File: src/rtl/mp8_pkg.sv
// Shared definitions for the MP-8 boot loader: memory geometry, loader
// state encoding and the running checksum helper.
package mp8_pkg;

    localparam int MP8_DEPTH = 32;
    localparam int MP8_AW    = 5;

    typedef enum logic [3:0] {
        IDLE    = 4'd0,
        LEN     = 4'd1,
        DATA    = 4'd2,
        CSUM    = 4'd3,
        CLEAR   = 4'd4,
        RELEASE = 4'd5,
        START   = 4'd6,
        DONE    = 4'd7,
        ERR     = 4'd8
    } mp8_state_e;

    // Modulo-256 running sum used as the frame checksum.
    function automatic logic [7:0] csum_add(input logic [7:0] sum, input logic [7:0] b);
        csum_add = sum + b;
    endfunction

endpackage

File: src/rtl/mp8_stall_timer.sv
// Saturating stall counter with clear, load and a terminal flag.
// 'last' is high when one more stalled cycle reaches LIMIT, so the owner
// can leave its waiting state on the same edge the limit is reached.
module mp8_stall_timer #(
    parameter int TW    = 8,
    parameter int LIMIT = 255
) (
    input  logic          clk,
    input  logic          reset,
    input  logic          clr,
    input  logic          load,
    input  logic [TW-1:0] load_val,
    input  logic          inc,
    output logic          last
);

    localparam logic [TW-1:0] LAST_C = TW'((LIMIT > 0) ? (LIMIT - 1) : 0);
    localparam logic [TW-1:0] MAX_C  = {TW{1'b1}};
    localparam logic [TW-1:0] ONE_C  = TW'(1);

    logic [TW-1:0] count_r;

    // Stall count: clear beats load, load beats increment; holds at all-ones.
    always_ff @(posedge clk or posedge reset) begin
        if (reset) begin
            count_r <= {TW{1'b0}};
        end else if (clr) begin
            count_r <= {TW{1'b0}};
        end else if (load) begin
            count_r <= load_val;
        end else if (inc && (count_r != MAX_C)) begin
            count_r <= count_r + ONE_C;
        end else begin
            count_r <= count_r;
        end
    end

    assign last = (count_r == LAST_C);

endmodule

File: src/rtl/mp8_program_loader.sv
// MP-8 boot loader: receives a length/payload/checksum frame, writes the
// payload from address 0, optionally zero-fills the rest of memory, then
// releases the core from reset and issues a single start pulse.
module mp8_program_loader
    import mp8_pkg::*;
#(
    parameter int DEPTH      = MP8_DEPTH,
    parameter int AW         = MP8_AW,
    parameter bit CLEAR_REST = 1'b1,
    parameter int TIMEOUT    = 255
) (
    input  logic          clk,
    input  logic          reset,
    input  logic          load_req,
    input  logic          in_valid,
    input  logic [7:0]    in_data,
    output logic          in_ready,
    output logic          mem_we,
    output logic [AW-1:0] mem_addr,
    output logic [7:0]    mem_wdata,
    output logic          cpu_reset,
    output logic          cpu_start,
    output logic          busy,
    output logic          done,
    output logic          err
);

    // One extra bit so a length equal to DEPTH is representable.
    localparam int            LW      = AW + 1;
    localparam logic [LW-1:0] DEPTH_C = LW'(DEPTH);
    localparam logic [LW-1:0] LAST_C  = LW'(DEPTH - 1);
    localparam logic [LW-1:0] ONE_C   = LW'(1);
    localparam logic [7:0]    DEPTH_B = 8'(DEPTH);

    mp8_state_e    state_r, state_s;
    logic [LW-1:0] len_r, cnt_r;
    logic [7:0]    sum_r;
    logic          xfer_s, active_s, stall_last_s, timeout_s;
    logic          cpu_reset_s, cpu_start_s, busy_s, done_s, err_s;

    assign active_s  = (state_r == LEN) || (state_r == DATA) || (state_r == CSUM);
    assign in_ready  = active_s;
    assign xfer_s    = in_valid && active_s;
    assign timeout_s = (TIMEOUT > 0) && active_s && !xfer_s && stall_last_s;

    mp8_stall_timer #(
        .TW    (8),
        .LIMIT (TIMEOUT)
    ) u_stall (
        .clk      (clk),
        .reset    (reset),
        .clr      (xfer_s || !active_s),
        .load     (1'b0),
        .load_val (8'h00),
        .inc      (active_s && !xfer_s),
        .last     (stall_last_s)
    );

    // State and state-decoded outputs; outputs follow the state being entered.
    always_ff @(posedge clk or posedge reset) begin
        if (reset) begin
            state_r   <= IDLE;
            cpu_reset <= 1'b1;
            cpu_start <= 1'b0;
            busy      <= 1'b0;
            done      <= 1'b0;
            err       <= 1'b0;
        end else begin
            state_r   <= state_s;
            cpu_reset <= cpu_reset_s;
            cpu_start <= cpu_start_s;
            busy      <= busy_s;
            done      <= done_s;
            err       <= err_s;
        end
    end

    // Next-state logic; a stall timeout overrides any waiting state.
    always_comb begin
        state_s = state_r;
        case (state_r)
            IDLE: begin
                if (load_req) state_s = LEN;
                else          state_s = IDLE;
            end
            LEN: begin
                if (timeout_s) begin
                    state_s = ERR;
                end else if (xfer_s) begin
                    if ((in_data == 8'h00) || (in_data > DEPTH_B)) state_s = ERR;
                    else                                           state_s = DATA;
                end else begin
                    state_s = LEN;
                end
            end
            DATA: begin
                if (timeout_s)                               state_s = ERR;
                else if (xfer_s && (cnt_r == len_r - ONE_C)) state_s = CSUM;
                else                                         state_s = DATA;
            end
            CSUM: begin
                if (timeout_s) begin
                    state_s = ERR;
                end else if (xfer_s) begin
                    if (in_data != sum_r)                      state_s = ERR;
                    else if (CLEAR_REST && (len_r < DEPTH_C)) state_s = CLEAR;
                    else                                       state_s = RELEASE;
                end else begin
                    state_s = CSUM;
                end
            end
            CLEAR: begin
                if (cnt_r == LAST_C) state_s = RELEASE;
                else                 state_s = CLEAR;
            end
            RELEASE: state_s = START;
            START:   state_s = DONE;
            DONE: begin
                if (load_req) state_s = LEN;
                else          state_s = DONE;
            end
            ERR: begin
                if (load_req) state_s = LEN;
                else          state_s = ERR;
            end
            default: state_s = IDLE;
        endcase
    end

    // Output decode of the state about to be entered.
    always_comb begin
        cpu_reset_s = 1'b1;
        cpu_start_s = 1'b0;
        busy_s      = 1'b0;
        done_s      = 1'b0;
        err_s       = 1'b0;
        case (state_s)
            LEN, DATA, CSUM, CLEAR: busy_s = 1'b1;
            RELEASE: begin
                cpu_reset_s = 1'b0;
                busy_s      = 1'b1;
            end
            START: begin
                cpu_reset_s = 1'b0;
                cpu_start_s = 1'b1;
                busy_s      = 1'b1;
            end
            DONE: begin
                cpu_reset_s = 1'b0;
                done_s      = 1'b1;
            end
            ERR:     err_s       = 1'b1;
            default: cpu_reset_s = 1'b1;
        endcase
    end

    // Frame datapath and registered memory write port.
    always_ff @(posedge clk or posedge reset) begin
        if (reset) begin
            len_r     <= {LW{1'b0}};
            cnt_r     <= {LW{1'b0}};
            sum_r     <= 8'h00;
            mem_we    <= 1'b0;
            mem_addr  <= {AW{1'b0}};
            mem_wdata <= 8'h00;
        end else begin
            mem_we <= 1'b0;
            case (state_r)
                LEN: begin
                    if (xfer_s) begin
                        len_r <= in_data[LW-1:0];
                        cnt_r <= {LW{1'b0}};
                        sum_r <= 8'h00;
                    end
                end
                DATA: begin
                    if (xfer_s) begin
                        mem_we    <= 1'b1;
                        mem_addr  <= cnt_r[AW-1:0];
                        mem_wdata <= in_data;
                        sum_r     <= csum_add(sum_r, in_data);
                        cnt_r     <= cnt_r + ONE_C;
                    end
                end
                CLEAR: begin
                    mem_we    <= 1'b1;
                    mem_addr  <= cnt_r[AW-1:0];
                    mem_wdata <= 8'h00;
                    cnt_r     <= cnt_r + ONE_C;
                end
                default: begin
                    cnt_r <= cnt_r;
                end
            endcase
        end
    end

endmodule

File: config.mk
export PLATFORM = sky130hd
export DESIGN_NAME = mp8_program_loader
export DESIGN_NICKNAME = d
export VERILOG_FILES = /design/src/rtl/mp8_pkg.sv /design/src/rtl/mp8_stall_timer.sv /design/src/rtl/mp8_program_loader.sv
export SDC_FILE = /design/constraint.sdc
export NUM_CORES = 1
export LEC_CHECK = 0
export CORE_ASPECT_RATIO = 0.6
export CORE_UTILIZATION = 40
export DETAILED_ROUTE_END_ITERATION = 6
export PLACE_DENSITY = 0.6
export SETUP_SLACK_MARGIN = 0.1
export SKIP_CTS_REPAIR_TIMING = 1
export SLEW_MARGIN = 20
export SYNTH_ARGS = -nofsm -noshare
export SYNTH_HDL_FRONTEND = slang
export SYNTH_SLANG_ARGS = --single-unit
File: constraint.sdc
create_clock -name clk -period 3.45 [get_ports clk]
set_clock_uncertainty 0.05 [all_clocks]
set_input_delay 0.8625 -clock clk [delete_from_list [all_inputs] [get_ports clk]]
set_output_delay 0.8625 -clock clk [all_outputs]
set_load 0.03 [all_outputs]
==> reports/metrics.yaml <==
worstMarginPinSlew_ns: 0.662
finalMaxSlewViolations: 0
worstPathArrival_ns: 2.03
grt_max_degree: 52
clock-root-buffer: "clkbuf_8"
synth.distinct_cells: 44
vias: 2157
synth_common_cells: "51 x nand2_1, 50 x dfrtp_1, 32 x nor2_1"
ys.flop_type: "dfrtp_1"
nets: 347
period_share_pct: 85.2
synthArstFlopShare_pct: 100
setup_tns_ns: 0
ys_warn_count: 0
die_h_um: 65.7
whs_ns: 0.419
fmax_mhz: 340
worst_slack_ns: 0.510
peakVddDrop_uv: 343
syn_avg_cell_area_sq_um: 9.31
drt_pass1_iterations: 4
clockBufferDepth: 2
place_ws_ns: 0.286
rows: 22
cp-start-kind: "register"
power_density_nw_per_um2: 731
met3WireLength_um: 334
coreArea_sq_um: 6300
synth_cells: 290
wl_um: 5810
ios: 32
drt_iter0_drc: 100
antenna_found_initial: 0
numCtsBuffers: 5
rsz0062_at_grt: "no"
yosysSeqAreaShare_pct: 47.3
syn_area_sq_um: 2700
hp-class: "register to register"
via_per_inst: 5.29
clock_latency_ns: 0.31
cp.required_ns: 2.54
drive_above_1_share_pct: 7.72
final_core_util_pct: 50.9
finalHoldViolCount: 0
area_growth_pct: 18.7
cts.clk_slew.worst_paths_ns: 0.09
power_leakage_nw: 1.41
ctsHtreeMaxLevel: 2
ys_ff_latch: 51
routedLengthMet1_um: 3200
route.detailed.drc: 0
worst_hold_path.num_cells: 2
rr_worst_depth: 5
ant_nets: 0
max_cap_viol_count: 0
critPathKind: "register to output port"
grt_pass1_wl_um: 9790
synth-edff-count: 0
wl_met2_um: 2190
synth_nets: 314
highest_layer: "met4"
netlist.area_leader.share_pct: 46.3
post-synth-top-count-cell: "nand2_1"
setup_viol: 0
synth_largest_area_cell: "dfrtp_1"
cts.sinks: 51
cp_max_fo: 12
io_buffers: 31
wl_per_cell_um: 14.2
synthTopCellsByArea: "dfrtp_1 46%, nand2_1 7.1%, ha_1 5.1%, nor2_1 4.4%, xor2_1 4.2%"
die_area_sq_um: 7100
overflow: 0
endpoint_kind: "output port"
grt_usage_pct: 18.2
die_w_um: 108
start_util_pct: 42.9
diodes: 0
place.gp.congestion: 0.849
grt_pass1_vias: 1995
status: "finished, final reports clean"
period_needed_ns: 2.94
cts_tree: "done"
slew_headroom_pct: 55.9
dp_hpwl_um: 4270
-- registers in the layout (all words and copies together), names as in the netlist --
signal / flops
busy: 1
cnt_r: 6
cpu_reset: 1
cpu_start: 1
done: 1
err: 1
len_r: 6
mem_addr: 5
mem_wdata: 8
mem_we: 1
state_r: 4
sum_r: 8
u_stall.count_r: 8
-- critical path: stages, from the launching register on --
cell and delay (ns):
dfrtp_1 0.53, nor2_1 0.48, nor3_1 0.09, clkdlybuf4s50_1 0.61
-- logic make-up (layout without fill, tap and decap cells) --
group / Yosys count / after routing / synth area share, %
buf+inv: 19 / 53 / 3.01
mux: 8 / 8 / 3.15
xor+xnor: 24 / 24 / 7.78
compound gates: 48 / 48 / 10.6
simple gates: 128 / 128 / 22.4
fa+ha+maj: 12 / 12 / 5.84
flops: 51 / 51 / 47.3
-- per-layer routing --
metal | track usage, % | vias up
li1 | - | 1065
met1 | 27.5 | 1018
met2 | 25.1 | 66
met3 | 4.17 | 8
met4 | 6.16 | 0
met5 | 0 | -
-- worst paths after layout --
path | from | endpoint | slack, ns
setup / recovery | state_r[1] | in_ready | 0.51
hold / removal | mem_addr[1] | mem_addr[1] | 0.42
setup reg to reg | state_r[2] | done | 1.18
max in group asynchronous | reset | cnt_r[2] | 1.91
hold reg to reg | mem_addr[1] | mem_addr[1] | 0.42
min in group asynchronous | reset | u_stall.count_r[3] | 0.98
-- final cells by class --
type / instances / area, sq um
Timing Repair Buffer: 36 / 348
Clock buffer: 8 / 100
Tap cell: 84 / 105
Inverter: 9 / 33.8
Multi-Input combinational cell: 220 / 1340
Fill cell: 590 / 3100
Sequential cell: 51 / 1280
-- layout by cell type (no fill, tap or decap), types with 5 or more instances in the layout --
cell type,count
nand3_1,12
xnor2_1,11
nand2_1,51
clkdlybuf4s50_1,31
nor2_1,32
clkbuf_8,7
dfrtp_1,50
nand4_1,8
ha_1,11
o21ai_0,14
buf_4,5
inv_1,7
a21oi_1,15
nor3_1,5
xor2_1,13
-- power breakdown --
part / switching [mW] / internal (mW) / total [mW]
registers: 0.156 / 0.766 / 0.922
clock network: 0.196 / 0.183 / 0.379
logic: 0.585 / 0.459 / 1.04
total: 0.936 / 1.41 / 2.34
-- stage by stage --
stage | total power [mW] | instance area, sq um | instances
after detailed placement | 1.98 | 3110 | 400
after floorplan | 1.65 | 2700 | 290
after global placement | 1.97 | 3110 | 400
final | 2.34 | 3210 | 408
after global routing | 2.51 | 3210 | 408
after CTS | 2.36 | 3210 | 408
Power figures use the tool's default switching activity.
